**config.mk**
```make
export PLATFORM = sky130hd
export DESIGN_NAME = hazard_ctrl
export DESIGN_NICKNAME = d
export VERILOG_FILES = /design/src/rtl/hazard_ctrl.sv
export SDC_FILE = /design/constraint.sdc
export NUM_CORES = 1
export LEC_CHECK = 0
export CAP_MARGIN = 20
export CORE_UTILIZATION = 38
export CTS_CLUSTER_DIAMETER = 80
export DETAILED_ROUTE_END_ITERATION = 8
export PLACE_DENSITY_LB_ADDON = 0.05
export REMOVE_ABC_BUFFERS = 1
export SLEW_MARGIN = 15
export SYNTH_ARGS = -nofsm -noshare
export SYNTH_HDL_FRONTEND = slang
export SYNTH_SLANG_ARGS = --single-unit
```
**constraint.sdc**
```tcl
create_clock -name clk -period 2.3 [get_ports clk]
set_input_delay 0.575 -clock clk [delete_from_list [all_inputs] [get_ports clk]]
set_output_delay 0.575 -clock clk [all_outputs]
set_load 0.01 [all_outputs]
```
**src/rtl/hazard_ctrl.sv**
```systemverilog
// hazard_ctrl -- pipeline hazard unit.
//
// Purpose: forwarding selects for the execute stage, load-use and
// multi-cycle-unit interlocks, and taken-branch decode stalls.
//
// Ports:
//   clk, reset        clock, synchronous active-high reset
//   rsD, rdD          decode-stage source / destination registers
//   rsE, rdE          execute-stage operand registers
//   writeregE/M/W     destination register of the E, M, W stages
//   regwriteM/W       register-write enables of the M, W stages
//   memtoregE/liE/inE E-stage instruction produces a late result
//   pcsrcD            branch taken in decode
//   mcstartE, mcdstE  multi-cycle op issued in E and its destination
//   mcopD             decode-stage instruction uses the multi-cycle unit
//   forwardAE/BE      forward selects for rdE / rsE (10=M, 01=W, 00=regfile)
//   stallF, stallD    fetch / decode stall
//   flushE            execute-stage bubble
//   mcbusy, mcdone    multi-cycle unit busy / one-cycle completion pulse
//   perf_stalls       stall-cycle counter, saturating (HAZARD_PERF_EN only)
//
// Build option: define HAZARD_PERF_EN to add the perf_stalls port and counter.

module hazard_ctrl #(
    parameter int AW         = 3,
    parameter int BR_PENALTY = 1,
    parameter int MC_LAT     = 4
) (
    input  logic          clk,
    input  logic          reset,
    input  logic [AW-1:0] rsD,
    input  logic [AW-1:0] rdD,
    input  logic [AW-1:0] rsE,
    input  logic [AW-1:0] rdE,
    input  logic [AW-1:0] writeregE,
    input  logic [AW-1:0] writeregM,
    input  logic [AW-1:0] writeregW,
    input  logic          regwriteM,
    input  logic          regwriteW,
    input  logic          memtoregE,
    input  logic          liE,
    input  logic          inE,
    input  logic          pcsrcD,
    input  logic          mcstartE,
    input  logic [AW-1:0] mcdstE,
    input  logic          mcopD,
    output logic [1:0]    forwardAE,
    output logic [1:0]    forwardBE,
    output logic          stallF,
    output logic          stallD,
    output logic          flushE,
    output logic          mcbusy,
    output logic          mcdone
`ifdef HAZARD_PERF_EN
    ,
    output logic [15:0]   perf_stalls
`endif
);

    logic [3:0]    mccnt;
    logic [AW-1:0] mcdst;
    logic [2:0]    brcnt;
    logic          lwstall;
    logic          mcstall;
    logic          brstall;

    // Forwarding: M stage has priority over W stage.
    always_comb begin
        forwardBE = 2'b00;
        if (regwriteM && (rsE == writeregM))
            forwardBE = 2'b10;
        else if (regwriteW && (rsE == writeregW))
            forwardBE = 2'b01;

        forwardAE = 2'b00;
        if (regwriteM && (rdE == writeregM))
            forwardAE = 2'b10;
        else if (regwriteW && (rdE == writeregW))
            forwardAE = 2'b01;
    end

    // Multi-cycle unit tracking; a start while busy is dropped.
    always_ff @(posedge clk) begin
        if (reset) begin
            mccnt <= '0;
            mcdst <= '0;
        end else if (mcstartE && !mcbusy) begin
            mccnt <= 4'(MC_LAT);
            mcdst <= mcdstE;
        end else if (mcbusy) begin
            mccnt <= mccnt - 4'd1;
        end
    end

    // Branch penalty counter; a taken branch only reloads once it is idle.
    always_ff @(posedge clk) begin
        if (reset)
            brcnt <= '0;
        else if (pcsrcD && (brcnt == 3'd0))
            brcnt <= 3'(BR_PENALTY);
        else if (brcnt != 3'd0)
            brcnt <= brcnt - 3'd1;
    end

    always_comb begin
        mcbusy  = (mccnt != 4'd0);
        mcdone  = (mccnt == 4'd1);
        lwstall = ((rsD == writeregE) || (rdD == writeregE)) && (memtoregE || liE || inE);
        mcstall = mcbusy && ((rsD == mcdst) || (rdD == mcdst) || mcopD);
        brstall = pcsrcD || (brcnt != 3'd0);
        stallF  = lwstall || mcstall;
        stallD  = lwstall || mcstall || brstall;
        flushE  = lwstall || mcstall;
    end

`ifdef HAZARD_PERF_EN
    logic [15:0] perf_cnt;

    always_ff @(posedge clk) begin
        if (reset)
            perf_cnt <= '0;
        else if ((stallF || stallD) && (perf_cnt != '1))
            perf_cnt <= perf_cnt + 16'd1;
    end

    assign perf_stalls = perf_cnt;
`endif

endmodule

```
[Yosys cells after proc, flatten, opt, wreduce, memory -nomap -nowiden]
Index checks and enable logic that the tools add are counted.
Word-level totals
  register bits: 10
  latch bits: 0
  bits in writable memories: 0
  memory bits (read-only): 0
  input port bits: 34
  output and inout bits: 9
  word-level logic and storage cells: 48
  memories: 0
Operators by class
  $add $sub $neg: 2
  multipliers: 0
  div/mod/pow operators: 0
  $lt $le $gt $ge: 0
  equality and inequality tests: 9
  shifts and indexed selects: 0
  muxes and demuxes: 8
  bitwise operators: 0
  reductions and logical operators: 24
Operators with widths (count)
  == test 3 bit: 8
  logical AND 1 bit: 8
  logical OR 1 bit: 8
  2-to-1 mux 3 bit: 2
  == test 4 x 1 -> 1 bit, second input constant: 1
  2-to-1 mux 1 bit: 4
  2-to-1 mux 2 bit: 2
  nonzero test 2 bit: 2
  nonzero test 4 bit: 1
  OR reduction 2 bit: 2
  subtractor 4 x 1 -> 4 bit, second input constant: 1
  logical NOT 3 bit: 1
  nonzero test 3 bit: 1
  subtractor 3 x 1 -> 3 bit, second input constant: 1
  logical NOT 1 bit: 1

[Longest topological paths before layout]
Gate-level depths: netlist of run 1.
  word-level depth: 6
  mapped depth: 7
  depth with buffers taken out: 7

[Worst setup path after synthesis of run 1]
OpenSTA, ideal clock, no wires.
  path kind: reg-to-output
  start: register mccnt[0]
  end: output stallF
  data arrival time: 1.400 ns
  data required time: 1.725 ns
  path slack: 0.325 ns
  cell stages (with the launch flop): 8
  path buffers: 1
  cells stage by stage: dfxtp_1 -> inv_1 -> ha_1 -> nor3b_4 -> inv_2 -> o31ai_1 -> nand2_1 -> buf_4
Between the ends
  cells in the longest elaborated chain, start to end: 3
Ends and longest elaborated chain
  start: declaration: RTL line 60  | logic [3:0] mccnt;
  start signal: assignment: RTL line 88  | mccnt <= 4'(MC_LAT);
  start signal: assignment: RTL line 91  | mccnt <= mccnt - 4'd1;
  nonzero test 4 bit: RTL line 106  | mcbusy = (mccnt != 4'd0);
  named net mcbusy: RTL line 52  | output logic mcbusy,
  logical AND 1 bit: RTL line 109  | mcstall = mcbusy && ((rsD == mcdst) || (rdD == mcdst) || mcopD);
  logical OR 1 bit
  end: declaration: RTL line 49  | output logic stallF,
The timed path passes the listed nets, and every way through them passes these cells.

[Worst setup path after layout of run 1]
  start: input memtoregE
  end: output stallD
Between the ends
  cells in the longest elaborated chain, start to end: 5
Ends and longest elaborated chain
  start: declaration: RTL line 40  | input logic memtoregE,
  logical OR 1 bit (2 in series): RTL line 108  | lwstall = ((rsD == writeregE) || (rdD == writeregE)) && (memtoregE || liE || inE);
  logical AND 1 bit: RTL line 108
  logical OR 1 bit (2 in series): RTL line 112  | stallD = lwstall || mcstall || brstall;
  end: declaration: RTL line 50  | output logic stallD,
No other way between the ends.

==> results of run 1 <==
-- sequential cells by signal, indices dropped and copies added, names as in the netlist --
name,flops
mcdst,3
brcnt,3
mccnt,4
-- worst max-delay path: cells and delay by family --
kind                   cells  cell delay (ns)
buffers and inverters      2             0.56
and+or+nand+nor            4             0.52
-- where the power goes --
| part | switching [uW] | internal (uW) | total (uW) | leakage [uW] |
|---|---|---|---|---|
| combinational | 341 | 339 | 680 | 0.000474 |
| clock | 53.3 | 60.1 | 113 | 0.0000138 |
| sequential | 55.6 | 237 | 293 | 0.0000825 |
-- per-layer routing --
metal  track usage  routed length, um
met1         0.211                798
met4        0.0667                 13
met2         0.351                995
met5             0                  0
met3        0.0491                113
-- layout by cell type, fill, tap and decap left out, drive strengths merged, types with 6 or more instances in the layout --
cell type and count:
a21oi 7, buf 6, clkbuf 6, clkdlybuf4s50 17, dfxtp 10, dlygate4sd2 17
inv 7, nand2 7, nor2 14, nor3 6, xnor2 9, xor2 16
-- cell type report --
cell class	instances	area [um^2]	area share
multi-input cells	81	591	0.465
repair buffers	45	397	0.312
flip-flops and latches	10	200	0.158
well taps	27	33.8	0.0266
inverters	7	26.3	0.0207
clock buffers	3	22.5	0.0177
-- path summary, 6_finish.rpt --
kind	start	end	slack [ns]	cells after the start
worst min register to register	mcdst[2]$_SDFFE_PP0P_	mcdst[2]$_SDFFE_PP0P_	0.50	2
worst max-delay path	memtoregE	stallD	0.07	6
worst min-delay path	mcdst[2]$_SDFFE_PP0P_	mcdst[2]$_SDFFE_PP0P_	0.50	2
worst max register to register	mccnt[1]$_SDFFE_PP0P_	mcdst[0]$_SDFFE_PP0P_	0.90	7
-- logic make-up after synthesis --
logic type	share of synthesized area
muxes	0.0125
AOI/OAI and AO/OA	0.0830
xor gates and xnor gates	0.274
DFF	0.250
buffers and inverters	0.0469
adders and majority gates	0.0782
and+or+nand+nor	0.255
-- stage by stage --
| stage | utilization | total power [uW] |
|---|---|---|
| 3_3_place_gp | 0.645 | 998 |
| 6_report | 0.647 | 1090 |
| 5_1_grt | 0.647 | 1190 |
| 4_1_cts | 0.645 | 1100 |
| 3_5_place_dp | 0.645 | 1020 |
| 2_1_floorplan | - | 712 |
-- timing repair --
action,in CTS,in global routing
pin swaps,11,6
endpoints found under the hold margin,0,0
cloned,0,0
setup endpoints to repair,8,6
gates resized for setup,37,8
==> run metrics, run 1 <==
Syn-to-layout area delta=58.8%; num rows=16; Die Y=47.9 um; Data arrival, critical path=1.66 ns; Post-synth top flop=dfxtp_1; vias per cell=4.69; first-pass GRT wire length=2990 um; Die Wd=47.9 um; full die area=2290 um^2; dpl cells=170; clock slew at the register clock pins of the worst setup and hold paths=0.06 ns; RSZ-0062 raised after global routing=no; Seq/Total Area, Yosys=0.250; crit-path cells=clkdlybuf4s50_1, nor3_2, nor4_2, nor2_1, nand4_1, buf_2; DP Area=1260 um^2; Yosys reg bits=10; pre-CTS setup slack=-0.496 ns; # IOs=43; DRT Wirelength=1920 um; Post-synth EDFFs=0; initial DRC count=2; fin crit period=2.23 ns; CTS Buf Count=3; IO buf count=42; detailed placement HPWL=1590 um; H-tree depth=1; number of setup buffers added after CTS=0; Worst Setup End Kind=output pin; design area=1270 um^2; worst-skew pair later-pin latency=0.26 ns; n_diodes=0; Final Max Tran Viols=0; largest net degree at the start of global routing=11; Hold/Removal Path Class=reg -> reg; CTS tree=yes; ANT nets after route=0; Clock Sinks=10; synthesized area=800 um^2; Async SR Flop Fraction=0; worst ir drop on vdd=0.685 mV; CP max stage delay=0.41 ns; period utilization=0.971; gr usage total=0.192; Leakage Power=0.000570 uW; worst setup margin=0.0673 ns; DR vias=811; crit path kind=in -> out; hold-fix buffers at CTS=0; DR WL/cell=11.1 um; max cap viols=0; Max Buffers Root-to-Sink=2; Mean Syn Cell Area=8.00 um^2; Root Buffer=clkbuf_4; YS warnings=0; Yosys cell types=26; nets=187; largest fanout on the critical path=2; fmax=448 MHz; top cells by count, synth=16 x xor2_1, 12 x nor2_1, 10 x dfxtp_1; CP max-delay cell=clkdlybuf4s50_1; outcome=completed; antenna violations before repair=0; Setup Skew=0.00708 ns; CP Launch Type=input port; most frequent cell after synthesis=xor2_1; Least-Margin Pin Slew=0.416 ns; Filler cells=199; layout cells sized above 1=0.151; grt ovf=0; Starting Density=0.408; area of the core=1960 um^2; Post-Synthesis Cells=100; worst path required time=1.73 ns; Hold Violations, Final=0; leading post-synthesis cells by cell area=dfxtp_1 25%, xor2_1 18%, xnor2_1 9.9%; worst hold slack=0.495 ns; Initial DRT Pass Iterations=3; Final Non-Filler Cells=173; top-area cell type share of the netlist area=0.250; Power per Cell Area=856 nW/um^2; setup violators final=0; cell type with the largest total area after synthesis=dfxtp_1; routability cong.=0.667; setup TNS=0 ns; DRC viols=0; Slew headroom=0.722; vias in the first global route=765
(Power assumes the default switching activity.)
==> run 2: changes to the inputs <==
- SKIP_CTS_REPAIR_TIMING: unset -> 1
==> run 2 against run 1 <==
Compared with the run above: critical path depth is 1 lower; global-route usage is 0.54 points lower; largest power group unchanged; via count is 1.2% higher; flip-flop and latch count stayed put; setup slack worse by 0.00075 ns; register-to-register slack hardly changed; final area is 7.5% higher; non-clock buffer count stayed put; clock skew is 0.0027 ns lower.
==> run metrics, run 2 (synthesis gave the netlist of run 1 again) <==
CTS Buf Count=3; largest fanout on the critical path=2; DRC viols=0; worst-skew pair later-pin latency=0.26 ns; Filler cells=180; R2R Setup Slk=0.91 ns; worst ir drop on vdd=0.693 mV; n_diodes=0; Leakage Power=0.000758 uW; worst hold slack=0.497 ns; area of the core=1960 um^2; Hold Violations, Final=0; largest net degree at the start of global routing=11; clock slew at the register clock pins of the worst setup and hold paths=0.06 ns; Hold/Removal Path Class=reg -> reg; most frequent cells in the layout=23 x dlymetal6s2s_1, 18 x clkdlybuf4s50_1, 15 x xor2_1, 12 x nor2_1, 10 x dfxtp_1; full die area=2290 um^2; DP Area=1260 um^2; leading cell type in the layout, fill and taps excluded=dlymetal6s2s_1; vias per cell=4.75; Largest regs=mccnt (4), brcnt (3), mcdst (3); Slew headroom=0.730; H-tree depth=1; first-pass GRT wire length=2920 um; ANT nets after route=0; Die Wd=47.9 um; CP Launch Point=rsE[1]; Clock Sinks=10; CTS tree=yes; detailed placement HPWL=1590 um; FF/Latch Area=200 um^2; fin crit period=2.23 ns; Initial DRT Pass Iterations=1; # IOs=43; reg-to-reg endpoint=mcdst[0]$_SDFFE_PP0P_; gr usage total=0.186; design area=1370 um^2; IO buf count=42; layout cells sized above 1=0.116; Power per Cell Area=824 nW/um^2; Root Buffer=clkbuf_4; period utilization=0.971; RSZ-0062 raised after global routing=no; initial DRC count=0; DRT Wirelength=2120 um; Setup Skew=0.00441 ns; post-route core utilization=0.696; grt ovf=0; fmax=448 MHz; Die Y=47.9 um; crit path kind=in -> out; Least-Margin Pin Slew=0.403 ns; r2r startpoint=mccnt[1]$_SDFFE_PP0P_; Worst Setup End Kind=output pin; max cap viols=0; nets=187; DR WL/cell=12.2 um; worst path required time=1.73 ns; Data arrival, critical path=1.66 ns; setup TNS=0 ns; Final Max Tran Viols=0; Worst R2R Path Depth=7; Starting Density=0.408; DR vias=821; setup violators final=0; num rows=16; vias in the first global route=743; CP Launch Type=input port; multi-input combinational cell area=587 um^2; routability cong.=0.667; outcome=completed; antenna violations before repair=0; crit path to=forwardBE[0]; Max Buffers Root-to-Sink=2; Syn-to-layout area delta=70.7%; Largest register FFs=4; register bank with the most flops=mccnt
==> run 2: cell types whose count changed in the layout (fill, tap and decap cells not counted), sizes merged <==
cell,previous run,this run
buf,6,4
dlymetal6s2s,2,23
clkdlybuf4s50,17,18
dlygate4sd2,17,0
clkbuf,6,3
==> run 2: report_power, final <==
group          switching [uW]  internal [uW]  leakage [uW]
Clock                    55.2           60.2     0.0000138
Combinational             348            367      0.000662
Sequential               57.0            237     0.0000825
==> run 2: cell type report <==
class,count,area share
well taps,27,0.0247
repair buffers,45,0.363
multi-input cells,81,0.430
inverters,7,0.0192
flip-flops and latches,10,0.147
clock buffers,3,0.0165
==> run 2: worst min path at each step <==
stage	cells after the start	endpoint	slack, ns	from
after floorplan	2	brcnt[1]$_SDFFE_PP0P_	0.46	brcnt[1]$_SDFFE_PP0P_
after global placement	2	brcnt[1]$_SDFFE_PP0P_	0.48	brcnt[1]$_SDFFE_PP0P_
after detailed placement	2	mcdst[2]$_SDFFE_PP0P_	0.49	mcdst[2]$_SDFFE_PP0P_
after CTS	2	mcdst[2]$_SDFFE_PP0P_	0.50	mcdst[2]$_SDFFE_PP0P_
after global routing	2	brcnt[1]$_SDFFE_PP0P_	0.53	brcnt[1]$_SDFFE_PP0P_
final	2	mcdst[2]$_SDFFE_PP0P_	0.50	mcdst[2]$_SDFFE_PP0P_
==> run 2: per-layer routing <==
metal / wire (um) / vias to the layer above / GRT usage
met5: 0 / - / 0
met4: 14 / 0 / 0.0667
met3: 107 / 2 / 0.0491
met2: 1130 / 23 / 0.332
met1: 861 / 370 / 0.211
li1: - / 426 / -
==> run 2: stage by stage <==
step / std cells / total power (uW) / setup WS [ns]
CTS: 173 / 1150 / -0.497
global placement: 170 / 998 / -0.473
finish: 173 / 1120 / 0.0666
detailed placement: 170 / 1020 / -0.496
floorplan: 98 / 712 / 0.449
global route: 173 / 1230 / 0.00483
==> run 2: worst max-delay path: stages <==
cell             delay [ns]
clkdlybuf4s50_1        0.45
xor2_1                 0.19
nor3_2                 0.21
nor2_1                 0.07
dlymetal6s2s_1         0.17
==> run 3: changes to the inputs <==
- CORE_UTILIZATION: 38 -> 40
- CTS_BUF_LIST: unset -> sky130_fd_sc_hd__clkbuf_4 sky130_fd_sc_hd__clkbuf_8
- SKIP_LAST_GASP: unset -> 1
==> run 3 against run 2 <==
Compared with the run above: final area fell by 1.2%; combinational power down 3.4%; total power down 1.6%; clock skew shrank 0.0033 ns; flip-flop and latch count unchanged; via count up 2.6%; sequential share of layout area grew 0.18 points; die area fell by 4.8%; global-route usage grew 0.56 points; utilization up 5.3 points; critical path depth is the same; maximum frequency fell by 0.25%; critical path type unchanged.
==> run metrics, run 3 (synthesis gave the netlist of run 1 again) <==
Final Max Tran Viols=0; gr usage total=0.192; Power per Cell Area=820 nW/um^2; max cap viols=0; Reg power frac=0.269; CP max stage delay=0.51 ns; Hold/Removal Path Class=reg -> reg; clock network fraction of total power=0.106; Leakage Power=0.000750 uW; r2r startpoint=mccnt[1]$_SDFFE_PP0P_; outcome=completed; largest net degree at the start of global routing=11; crit path kind=in -> out; Worst Setup End Kind=output pin; most frequent cells in the layout=21 x dlymetal6s2s_1, 18 x clkdlybuf4s50_1, 16 x xor2_1, 12 x nor2_1, 10 x dfxtp_1; n_diodes=0; DR WL/cell=12.5 um; worst ir drop on vdd=0.674 mV; Max Buffers Root-to-Sink=2; period utilization=0.973; Final Non-Filler Cells=171; H-tree depth=1; fin crit period=2.24 ns; CTS Buf Count=3; post-route core utilization=0.749; Clock Sinks=10; fmax=447 MHz; Slew headroom=0.736; P_int=652 uW; design area=1350 um^2; Starting Density=0.444; CP Launch Type=input port; DR vias=842; largest fanout on the critical path=2; grt ovf=0; Die Wd=46.7 um; Hold Violations, Final=0; Least-Margin Pin Slew=0.394 ns; sw frac=0.411; DRC viols=0; full die area=2180 um^2; CTS tree=yes; antenna violations before repair=0; crit-path cells=clkdlybuf4s50_1, xor2_1, nor3_2, nor2_1, dlymetal6s2s_1; Largest register FFs=4; nets=187; Syn-to-layout area delta=68.7%; DP Area=1260 um^2; dpl cells=168; # IOs=43; detailed placement HPWL=1590 um; critical hold path startpoint=mcdst[0]$_SDFFE_PP0P_; combinational share of power=0.625; Buf+Inv Stages, Crit Path=2; worst-skew pair later-pin latency=0.26 ns; Root Buffer=clkbuf_4; CP max-delay cell=clkdlybuf4s50_1; IO buf count=42; layout cells sized above 1=0.130; initial DRC count=14; first-pass GRT wire length=2950 um; num rows=15; DRT Wirelength=2140 um; net switching power figure=455 uW; Data arrival, critical path=1.66 ns; worst path required time=1.73 ns; register bank with the most flops=mccnt; setup violators final=0; vias in the first global route=756; leading cell type in the layout, fill and taps excluded=dlymetal6s2s_1; Initial DRT Pass Iterations=4; CP Launch Point=writeregM[1]; Largest regs=mccnt (4), brcnt (3), mcdst (3); worst setup margin=0.0610 ns; Die Y=46.7 um; clock slew at the register clock pins of the worst setup and hold paths=0.06 ns; area of the core=1800 um^2; pre-CTS setup slack=-0.533 ns; crit-path leading delay family=buffers and inverters; vias per cell=4.92; routability cong.=0.700; ANT nets after route=0; Setup Skew=0.00113 ns
==> run 3: tightest hold or removal path, delay by kind of cell (launching register included) <==
family / cells / cell delay, ns
AO/OA/AOI/OAI: 1 / 0.05
AND/OR/NAND/NOR: 1 / 0.07
flip-flops: 1 / 0.34
==> run 3: per-layer routing <==
| metal | wire length [um] | GRT usage |
|---|---|---|
| met1 | 859 | 0.208 |
| met2 | 1130 | 0.347 |
| met3 | 135 | 0.0588 |
| met4 | 15 | 0.0686 |
| met5 | 0 | 0 |
==> run 3: power by group through the flow <==
stage / clock, uW / sequential [uW] / combinational [uW]
after floorplan: 0 / 293 / 419
after CTS: 120 / 295 / 719
after global routing: 130 / 305 / 774
final: 117 / 297 / 691
after detailed placement: 0 / 298 / 714
after global placement: 0 / 296 / 699
==> run 3: layout make-up <==
type,instances,area [um^2]
clock buffers,3,22.5
repair buffers,45,480
flip-flops and latches,10,200
fillers,156,453
well taps,25,31.3
multi-input cells,81,588
inverters,7,26.3
==> run 3: worst paths after layout <==
kind | to | slack (ns) | cells past startpoint
max | forwardBE[0] | 0.06 | 5
min | mcdst[0]$_SDFFE_PP0P_ | 0.51 | 2
max reg2reg | mcdst[2]$_SDFFE_PP0P_ | 0.97 | 7
min reg2reg | mcdst[0]$_SDFFE_PP0P_ | 0.51 | 2
==> run 3: through the flow <==
stage | hold WS, ns | power [uW] | setup TNS [ns]
floorplan | 0.464 | 712 | 0
global placement | 0.481 | 995 | -2.80
detailed placement | 0.503 | 1010 | -2.96
CTS | 0.512 | 1130 | -3.07
global route | 0.540 | 1210 | -0.0333
finish | 0.512 | 1110 | 0
